**src/rtl/muldiv_pkg.sv**
```systemverilog
// Opcode encodings, FSM state encoding and opcode-class helpers shared by
// the sequential multiply/divide engine and its operand converters.
package muldiv_pkg;

  localparam logic [4:0] OP_MUL    = 5'b00010;
  localparam logic [4:0] OP_MULH   = 5'b00011;
  localparam logic [4:0] OP_MULHSU = 5'b00100;
  localparam logic [4:0] OP_MULHU  = 5'b00101;
  localparam logic [4:0] OP_DIV    = 5'b00110;
  localparam logic [4:0] OP_DIVU   = 5'b00111;
  localparam logic [4:0] OP_REM    = 5'b01000;
  localparam logic [4:0] OP_REMU   = 5'b01001;

  localparam logic [1:0] ST_IDLE = 2'd0;
  localparam logic [1:0] ST_MUL  = 2'd1;
  localparam logic [1:0] ST_DIV  = 2'd2;
  localparam logic [1:0] ST_DONE = 2'd3;

  typedef enum logic [1:0] {
    S_IDLE = ST_IDLE,
    S_MUL  = ST_MUL,
    S_DIV  = ST_DIV,
    S_DONE = ST_DONE
  } state_e;

  function automatic logic is_mul(input logic [4:0] op);
    return (op == OP_MUL) || (op == OP_MULH) || (op == OP_MULHSU) || (op == OP_MULHU);
  endfunction

  function automatic logic is_div(input logic [4:0] op);
    return (op == OP_DIV) || (op == OP_DIVU) || (op == OP_REM) || (op == OP_REMU);
  endfunction

  function automatic logic op1_signed(input logic [4:0] op);
    return (op == OP_MUL) || (op == OP_MULH) || (op == OP_MULHSU) ||
           (op == OP_DIV) || (op == OP_REM);
  endfunction

  // MULHSU treats its second operand as unsigned.
  function automatic logic op2_signed(input logic [4:0] op);
    return (op == OP_MUL) || (op == OP_MULH) || (op == OP_DIV) || (op == OP_REM);
  endfunction

endpackage

```
**src/rtl/muldiv_seq_if.sv**
```systemverilog
// Request/result bundle of the mul/div engine: request handshake plus flush
// on the way in, unsigned magnitudes and sign flags for the output converter.
interface muldiv_seq_if #(
  parameter int XLEN = 32
);
  logic                kill;
  logic                in_valid;
  logic                in_ready;
  logic [4:0]          opcode_i;
  logic [XLEN-1:0]     src1_i;
  logic [XLEN-1:0]     src2_i;
  logic                out_valid;
  logic                out_ready;
  logic [4:0]          opcode_o;
  logic                operator_1_o;
  logic                operator_2_o;
  logic [2*XLEN-1:0]   multiplier_o;
  logic [XLEN-1:0]     divider_q_o;
  logic [XLEN-1:0]     divider_r_o;

  modport master (
    output kill, in_valid, opcode_i, src1_i, src2_i, out_ready,
    input  in_ready, out_valid, opcode_o, operator_1_o, operator_2_o,
           multiplier_o, divider_q_o, divider_r_o
  );

  modport slave (
    input  kill, in_valid, opcode_i, src1_i, src2_i, out_ready,
    output in_ready, out_valid, opcode_o, operator_1_o, operator_2_o,
           multiplier_o, divider_q_o, divider_r_o
  );

endinterface

```
**src/rtl/md_operand_conv.sv**
```systemverilog
// Combinational operand conversion: splits a raw operand into sign and
// magnitude when treated as signed, passes it through untouched otherwise.
module md_operand_conv #(
  parameter int XLEN = 32
) (
  input  logic [XLEN-1:0] src_i,
  input  logic            signed_i,
  output logic            sign_o,
  output logic [XLEN-1:0] mag_o
);

  // The most negative value negates to itself, which is its correct
  // unsigned magnitude.
  always_comb begin
    sign_o = signed_i & src_i[XLEN-1];
    mag_o  = sign_o ? ('0 - src_i) : src_i;
  end

endmodule

```
**src/rtl/muldiv_seq.sv**
```systemverilog
// Sequential 32-iteration shift-add multiply / restoring divide; out_valid 32
// cycles after accept (next cycle for unknown opcodes); results held until out_ready.
module muldiv_seq
  import muldiv_pkg::*;
#(
  parameter int XLEN   = 32,
  parameter int ITER_W = 6
) (
  input  logic        clk,
  input  logic        rst_n,
  muldiv_seq_if.slave bus
);

  state_e              state_q, state_d;
  logic [ITER_W-1:0]   cnt_q, cnt_d;
  logic [XLEN-1:0]     acc_hi_q, acc_hi_d;
  logic [XLEN-1:0]     acc_lo_q, acc_lo_d;
  logic [XLEN-1:0]     opb_q, opb_d;
  logic [XLEN-1:0]     raw1_q, raw1_d;
  logic                dz_q, dz_d;
  logic                rem_neg_q, rem_neg_d;
  logic [4:0]          opcode_q, opcode_d;
  logic                op1_q, op1_d;
  logic                op2_q, op2_d;
  logic                out_vld_q, out_vld_d;
  logic [2*XLEN-1:0]   mul_res_q, mul_res_d;
  logic [XLEN-1:0]     quo_q, quo_d;
  logic [XLEN-1:0]     rem_q, rem_d;

  logic                s1_sign, s2_sign;
  logic [XLEN-1:0]     s1_mag, s2_mag;
  logic                accept;
  logic                last_iter;
  logic                div_by_zero;
  logic [XLEN:0]       mul_sum;
  logic [XLEN:0]       div_shift;
  logic [XLEN:0]       div_diff;
  logic                div_bit;
  logic [XLEN-1:0]     div_rem_nxt;
  logic [XLEN-1:0]     div_quo_nxt;

  md_operand_conv #(.XLEN(XLEN)) u_conv1 (
    .src_i    (bus.src1_i),
    .signed_i (op1_signed(bus.opcode_i)),
    .sign_o   (s1_sign),
    .mag_o    (s1_mag)
  );

  md_operand_conv #(.XLEN(XLEN)) u_conv2 (
    .src_i    (bus.src2_i),
    .signed_i (op2_signed(bus.opcode_i)),
    .sign_o   (s2_sign),
    .mag_o    (s2_mag)
  );

  assign accept      = bus.in_valid && (state_q == S_IDLE) && !bus.kill;
  assign last_iter   = (cnt_q == ITER_W'(XLEN-1));
  assign div_by_zero = is_div(bus.opcode_i) && (bus.src2_i == '0);

  // Multiply: acc_hi:acc_lo starts as 0:multiplier and shifts right each step,
  // so after XLEN steps it holds the full product.
  assign mul_sum = {1'b0, acc_hi_q} + (acc_lo_q[0] ? {1'b0, opb_q} : '0);

  // Divide: acc_hi is the partial remainder, acc_lo shifts the dividend out
  // of its top while quotient bits shift in at the bottom.
  assign div_shift   = {acc_hi_q, acc_lo_q[XLEN-1]};
  assign div_diff    = div_shift - {1'b0, opb_q};
  assign div_bit     = ~div_diff[XLEN];
  assign div_rem_nxt = div_bit ? div_diff[XLEN-1:0] : div_shift[XLEN-1:0];
  assign div_quo_nxt = {acc_lo_q[XLEN-2:0], div_bit};

  always_comb begin
    state_d   = state_q;
    cnt_d     = cnt_q;
    acc_hi_d  = acc_hi_q;
    acc_lo_d  = acc_lo_q;
    opb_d     = opb_q;
    raw1_d    = raw1_q;
    dz_d      = dz_q;
    rem_neg_d = rem_neg_q;
    opcode_d  = opcode_q;
    op1_d     = op1_q;
    op2_d     = op2_q;
    out_vld_d = out_vld_q;
    mul_res_d = mul_res_q;
    quo_d     = quo_q;
    rem_d     = rem_q;

    case (state_q)
      S_IDLE: begin
        if (accept) begin
          opcode_d  = bus.opcode_i;
          raw1_d    = bus.src1_i;
          cnt_d     = '0;
          dz_d      = div_by_zero;
          // Zeroed flags on divide-by-zero make the converter pass the all-ones quotient.
          op1_d     = s1_sign && !div_by_zero;
          op2_d     = s2_sign && !div_by_zero;
          rem_neg_d = (bus.opcode_i == OP_REM) && s1_sign;
          mul_res_d = '0;
          quo_d     = '0;
          rem_d     = '0;
          acc_hi_d  = '0;
          if (is_mul(bus.opcode_i)) begin
            acc_lo_d = s2_mag;
            opb_d    = s1_mag;
            state_d  = S_MUL;
          end else if (is_div(bus.opcode_i)) begin
            acc_lo_d = s1_mag;
            opb_d    = s2_mag;
            state_d  = S_DIV;
          end else begin
            state_d   = S_DONE;
            out_vld_d = 1'b1;
          end
        end
      end

      S_MUL: begin
        {acc_hi_d, acc_lo_d} = {mul_sum, acc_lo_q[XLEN-1:1]};
        cnt_d = cnt_q + ITER_W'(1);
        if (last_iter) begin
          mul_res_d = {mul_sum, acc_lo_q[XLEN-1:1]};
          state_d   = S_DONE;
          out_vld_d = 1'b1;
        end
      end

      S_DIV: begin
        acc_hi_d = div_rem_nxt;
        acc_lo_d = div_quo_nxt;
        cnt_d    = cnt_q + ITER_W'(1);
        if (last_iter) begin
          quo_d = dz_q ? '1 : div_quo_nxt;
          if (dz_q) begin
            rem_d = raw1_q;
          end else if (rem_neg_q) begin
            rem_d = '0 - div_rem_nxt;
          end else begin
            rem_d = div_rem_nxt;
          end
          state_d   = S_DONE;
          out_vld_d = 1'b1;
        end
      end

      S_DONE: begin
        if (bus.out_ready) begin
          state_d   = S_IDLE;
          out_vld_d = 1'b0;
        end
      end

      default: begin
        state_d   = S_IDLE;
        out_vld_d = 1'b0;
      end
    endcase

    // Flush wins over both the request and the result handshake.
    if (bus.kill) begin
      state_d   = S_IDLE;
      out_vld_d = 1'b0;
    end
  end

  always_ff @(posedge clk or negedge rst_n) begin
    if (!rst_n) begin
      state_q   <= S_IDLE;
      cnt_q     <= '0;
      acc_hi_q  <= '0;
      acc_lo_q  <= '0;
      opb_q     <= '0;
      raw1_q    <= '0;
      dz_q      <= 1'b0;
      rem_neg_q <= 1'b0;
      opcode_q  <= '0;
      op1_q     <= 1'b0;
      op2_q     <= 1'b0;
      out_vld_q <= 1'b0;
      mul_res_q <= '0;
      quo_q     <= '0;
      rem_q     <= '0;
    end else begin
      state_q   <= state_d;
      cnt_q     <= cnt_d;
      acc_hi_q  <= acc_hi_d;
      acc_lo_q  <= acc_lo_d;
      opb_q     <= opb_d;
      raw1_q    <= raw1_d;
      dz_q      <= dz_d;
      rem_neg_q <= rem_neg_d;
      opcode_q  <= opcode_d;
      op1_q     <= op1_d;
      op2_q     <= op2_d;
      out_vld_q <= out_vld_d;
      mul_res_q <= mul_res_d;
      quo_q     <= quo_d;
      rem_q     <= rem_d;
    end
  end

  assign bus.in_ready     = (state_q == S_IDLE);
  assign bus.out_valid    = out_vld_q;
  assign bus.opcode_o     = opcode_q;
  assign bus.operator_1_o = op1_q;
  assign bus.operator_2_o = op2_q;
  assign bus.multiplier_o = mul_res_q;
  assign bus.divider_q_o  = quo_q;
  assign bus.divider_r_o  = rem_q;

endmodule

```
**src/flat_wrapper.sv**
```systemverilog
// flat-port wrapper written by rule: the top's interface ports become plain ports
module muldiv_seq_flat import muldiv_pkg::*;
#(
  parameter int XLEN   = 32,
  parameter int ITER_W = 6
)
  (clk, rst_n, bus_kill, bus_in_valid, bus_opcode_i, bus_src1_i, bus_src2_i, bus_out_ready, bus_in_ready, bus_out_valid, bus_opcode_o, bus_operator_1_o, bus_operator_2_o, bus_multiplier_o, bus_divider_q_o, bus_divider_r_o);
  muldiv_seq_if #(.XLEN(XLEN)) bus_i ();
  input  logic clk;
  input  logic rst_n;
  input wire logic [$bits(bus_i.kill)-1:0] bus_kill;
  input wire logic [$bits(bus_i.in_valid)-1:0] bus_in_valid;
  input wire logic [$bits(bus_i.opcode_i)-1:0] bus_opcode_i;
  input wire logic [$bits(bus_i.src1_i)-1:0] bus_src1_i;
  input wire logic [$bits(bus_i.src2_i)-1:0] bus_src2_i;
  input wire logic [$bits(bus_i.out_ready)-1:0] bus_out_ready;
  output wire logic [$bits(bus_i.in_ready)-1:0] bus_in_ready;
  output wire logic [$bits(bus_i.out_valid)-1:0] bus_out_valid;
  output wire logic [$bits(bus_i.opcode_o)-1:0] bus_opcode_o;
  output wire logic [$bits(bus_i.operator_1_o)-1:0] bus_operator_1_o;
  output wire logic [$bits(bus_i.operator_2_o)-1:0] bus_operator_2_o;
  output wire logic [$bits(bus_i.multiplier_o)-1:0] bus_multiplier_o;
  output wire logic [$bits(bus_i.divider_q_o)-1:0] bus_divider_q_o;
  output wire logic [$bits(bus_i.divider_r_o)-1:0] bus_divider_r_o;
  assign bus_i.kill = bus_kill;
  assign bus_i.in_valid = bus_in_valid;
  assign bus_i.opcode_i = bus_opcode_i;
  assign bus_i.src1_i = bus_src1_i;
  assign bus_i.src2_i = bus_src2_i;
  assign bus_i.out_ready = bus_out_ready;
  assign bus_in_ready = bus_i.in_ready;
  assign bus_out_valid = bus_i.out_valid;
  assign bus_opcode_o = bus_i.opcode_o;
  assign bus_operator_1_o = bus_i.operator_1_o;
  assign bus_operator_2_o = bus_i.operator_2_o;
  assign bus_multiplier_o = bus_i.multiplier_o;
  assign bus_divider_q_o = bus_i.divider_q_o;
  assign bus_divider_r_o = bus_i.divider_r_o;
  muldiv_seq #(.XLEN(XLEN), .ITER_W(ITER_W)) u_core (.clk(clk), .rst_n(rst_n), .bus(bus_i));
endmodule
```
**config.mk**
```make
export PLATFORM = sky130hd
export DESIGN_NAME = muldiv_seq_flat
export DESIGN_NICKNAME = d
export VERILOG_FILES = /design/src/rtl/muldiv_pkg.sv /design/src/rtl/muldiv_seq_if.sv /design/src/rtl/md_operand_conv.sv /design/src/rtl/muldiv_seq.sv /design/src/flat_wrapper.sv
export SDC_FILE = /design/constraint.sdc
export NUM_CORES = 1
export LEC_CHECK = 0
export BUFFER_PORTS_ARGS = -buffer_cell sky130_fd_sc_hd__buf_2
export CORE_UTILIZATION = 55
export CTS_CLUSTER_DIAMETER = 40
export DETAILED_ROUTE_END_ITERATION = 12
export PLACE_DENSITY = 0.76
export SLEW_MARGIN = 30
export SYNTH_ARGS = -nofsm -noshare
export SYNTH_HDL_FRONTEND = slang
export SYNTH_SLANG_ARGS = --single-unit
```
**constraint.sdc**
```tcl
create_clock -name clk -period 6.9 [get_ports clk]
set_input_delay 1.035 -clock clk [delete_from_list [all_inputs] [get_ports clk]]
set_output_delay 1.035 -clock clk [all_outputs]
set_load 0.05 [all_outputs]
```
==> impl_metrics.py <==
metrics = {
    "clocking": {
        "cts_root_buf": "clkbuf_16",
        "post-cts-setup-buffers": 0,
        "tritoncts": "yes",
        "cts.sinks": 274,
        "holdBufCountCts": 0,
        "htree_levels": 2,
        "numCtsBuffers": 45,
        "clk_path_buf_depth": 3,
        "cts_resized": 0,
        "clk_latency_ps": 560,
        "clkSlewWorstSetupHoldPaths_ps": 60,
    },
    "placement": {
        "portBuffers": 210,
        "dp_hpwl_microns": 45900,
        "place.gp.congestion": 0.999,
        "place_area_sq_mm": 0.0196,
    },
    "sta": {
        "fin_crit_sh": 0.729,
        "hold_viol": 0,
        "fin_hold_ws_ps": 346,
        "slew_headroom": 0.361,
        "rsz0062_at_grt": "no",
        "tightest_slew_ps": 959,
        "maxSlewViolCount": 0,
        "max_freq_ghz": 0.199,
        "skew_ps": 15.8,
        "layout_min_cycle_time_ps": 5030,
        "final.setup.tns_ps": 0,
        "setup_viol": 0,
    },
    "power_and_ir_drop": {
        "ir_drop_v": 0.000347,
        "p_sw_frac": 0.488,
        "seq_power_share": 0.282,
        "power_switching_mw": 4.62,
        "clockPowerShare": 0.241,
        "p_leak_nw": 9.95,
        "internal-power_mw": 4.86,
        "p_per_area_mw_per_mm2": 447,
        "combPwrFrac": 0.478,
        "p_total_mw": 9.48,
    },
    "global_route": {
        "use_met3": 0.0705,
        "top_usage_layer": "met2",
        "met2_usage": 0.575,
        "track_usage": 0.368,
        "antenna_found_initial": 5,
        "grt_pass1_vias": 16600,
        "use_met1": 0.486,
        "grt_pass1_wl_microns": 95400,
        "grt_max_degree": 126,
        "grt-ovfl-total": 0,
    },
    "route": {
        "vias_per_cell": 6.14,
        "ant_nets": 0,
        "drtPass1Iterations": 8,
        "first_iter_violations": 1789,
        "num_vias": 17700,
        "drt_wl_total_microns": 62200,
        "wl_per_cell_microns": 21.5,
        "drc": 0,
    },
    "synth": {
        "synthCells": 2251,
        "synth_flop_cell": "dfrtp_1",
        "synthTopCellsByCount": "439 x nand2_1, 297 x o21ai_0, 274 x dfrtp_1",
        "yosys.area.top_type": "dfrtp_1",
        "ys_types": 78,
        "netlist_area_sq_mm": 0.0183,
        "yosysMostFrequentCell": "nand2_1",
        "syn_nets": 2399,
        "ys_ff_latch": 274,
        "yosysSeqAreaShare": 0.375,
        "yosys_warnings": 0,
        "yosysTopAreaCellShare": 0.375,
        "synth.area.top_cells": "dfrtp_1 38%, nand2_1 9.0%, o21ai_0 8.1%",
        "async_reset_ff_frac": 1.00,
        "syn_avg_cell_area_sq_um": 8.12,
        "synth_edf_count": 0,
    },
    "worst_setup_path": {
        "worstSetupStartpoint": "u_core.acc_lo_q[31]",
        "path_common_cell": "inv_1",
        "rr_worst_depth": 17,
        "startpoint_type": "flip-flop",
        "path_depth": 17,
        "cp_cell_sequence": "inv_1 -> ha_1 -> inv_1 -> fa_1 -> a211oi_1 -> o211ai_2 -> nand4b_1 -> a2111oi_2 -> nor4_2 -> nor3b_4 -> nand2b_1 -> buf_4 -> o41ai_1 -> nand4_1 -> o21ai_0 -> xor2_1 -> o22ai_1",
        "path_class": "reg -> reg",
        "crit_buf_inv": 3,
        "critPathTopFamily": "compound AO/OA/AOI/OAI gates",
        "slowest_stage": "nor4_2",
        "end_kind": "flip-flop",
        "worst_ep_arrival_time_ps": 5430,
        "crit_path_max_fanout": 20,
        "critPathRequiredTime_ps": 7300,
        "r2r_start": "u_core.acc_lo_q[31]",
        "slowest_delay_ps": 490,
    },
    "floorplanning": {
        "dieArea_sq_mm": 0.0340,
        "io-pin-count": 211,
        "core_sq_mm": 0.0326,
        "rows": 66,
        "start_util": 0.560,
        "die_height_microns": 184,
        "die_x_microns": 184,
    },
    "finish": {
        "finalInstanceArea_sq_mm": 0.0212,
        "nFillCells": 2813,
        "nets": 2553,
        "area_growth_pct": 16.0,
        "drive_above_1_share": 0.163,
    },
    "outcome": {
        "status": "finished clean",
    },
    "min_path": {
        "hp-class": "in -> async",
    },
    "run": {
        "cap_violations": 0,
    },
}
==> worst register-to-register path, delay by kind of cell, from the launching register on <==
| kind | cells | cell delay [ps] |
|---|---|---|
| compound gates | 6 | 1640 |
| simple gates | 5 | 1600 |
| fa+ha+maj | 2 | 560 |
| buf+inv | 3 | 500 |
| flops | 1 | 430 |
| xor+xnor | 1 | 170 |
==> sequential cells by signal, indices dropped and copies added, names as in the netlist <==
signal                   cells
u_core.acc_hi_q             32
u_core.acc_lo_q             32
u_core.bus.divider_q_o      32
u_core.bus.divider_r_o      32
u_core.bus.multiplier_o     64
u_core.bus.opcode_o          5
u_core.bus.operator_1_o      1
u_core.bus.operator_2_o      1
u_core.bus.out_valid         1
u_core.cnt_q                 6
u_core.dz_q                  1
u_core.opb_q                32
u_core.raw1_q               32
u_core.rem_neg_q             1
u_core.state_q               2
==> final timing paths <==
check,end,slack (ps)
worst min-delay path,u_core.acc_hi_q[12],350
worst max register to register,u_core.bus.divider_r_o[27],1870
worst min register to register,u_core.bus.divider_r_o[0],460
min in group clk,u_core.bus.divider_r_o[0],460
max in group asynchronous,u_core.dz_q,5300
worst max-delay path,u_core.bus.divider_r_o[27],1870
==> area by class of cell <==
| cell class | instances | area, sq um | area share |
|---|---|---|---|
| diodes | 3 | 7.51 | 0.000354 |
| repair buffers | 236 | 1300 | 0.0613 |
| flip-flops and latches | 274 | 6860 | 0.323 |
| clock inverters | 31 | 314 | 0.0148 |
| clock buffers | 52 | 1210 | 0.0573 |
| inverters | 62 | 233 | 0.0110 |
| multi-input cells | 1786 | 10700 | 0.506 |
| well taps | 442 | 553 | 0.0261 |
==> kinds of logic (layout without fill, tap and decap cells) <==
kind of cell / count (synthesis) / in the layout / synth area share
other: 0 / 3 / 0
DFF: 274 / 274 / 0.375
adders and majority gates: 74 / 74 / 0.0515
AOI/OAI and AO/OA: 711 / 711 / 0.235
xor gates and xnor gates: 145 / 145 / 0.0695
buffers and inverters: 191 / 381 / 0.0401
and+or+nand+nor: 795 / 795 / 0.192
muxes: 61 / 61 / 0.0365
==> through the flow <==
stage               setup WS [ps]  std cells   util
detailed placement           1960       2799  0.602
finish                       1870       2886  0.650
floorplan                    2730       2251      -
global route                 1450       2885  0.650
CTS                          1930       2882  0.649
global placement             1900       2798  0.601
==> cell usage in the layout, fill, tap and decap left out, types with 7 or more instances in the layout <==
| cell type | n |
|---|---|
| a211oi_1 | 38 |
| a21boi_0 | 11 |
| a21o_1 | 34 |
| a21oi_1 | 166 |
| a22o_1 | 21 |
| a22oi_1 | 7 |
| a31oi_1 | 11 |
| and2_1 | 44 |
| and3_1 | 9 |
| buf_2 | 209 |
| buf_4 | 23 |
| clkbuf_16 | 47 |
| clkinvlp_4 | 7 |
| dfrtp_1 | 273 |
| ha_1 | 69 |
| inv_1 | 61 |
| inv_6 | 10 |
| mux2_2 | 45 |
| mux2i_1 | 16 |
| nand2_1 | 439 |
| nand2b_1 | 19 |
| nand3_1 | 18 |
| nand3b_1 | 8 |
| nand4_1 | 11 |
| nor2_1 | 156 |
| nor3_1 | 28 |
| nor4_1 | 13 |
| o211ai_1 | 13 |
| o21a_1 | 9 |
| o21ai_0 | 297 |
| o21bai_1 | 7 |
| o22ai_1 | 17 |
| o31ai_1 | 20 |
| o41ai_1 | 9 |
| or3_1 | 11 |
| or4_1 | 7 |
| xnor2_1 | 83 |
| xor2_1 | 62 |
==> routing by layer <==
metal  wire, microns  vias to the layer above
li1                -                     8244
met1           26200                     8464
met2           27900                      829
met3            4910                      172
met4            3150                        4
met5              23                        -
==> power by group through the flow <==
stage          clock, mW  combinational [mW]  sequential [mW]
5_1_grt             2.36                4.90             2.72
4_1_cts             2.30                4.47             2.65
3_3_place_gp           0                4.39             2.65
3_5_place_dp           0                4.45             2.67
2_1_floorplan          0                2.37             3.39
6_report            2.28                4.53             2.67
No activity file was read; power rests on OpenSTA's default activity.
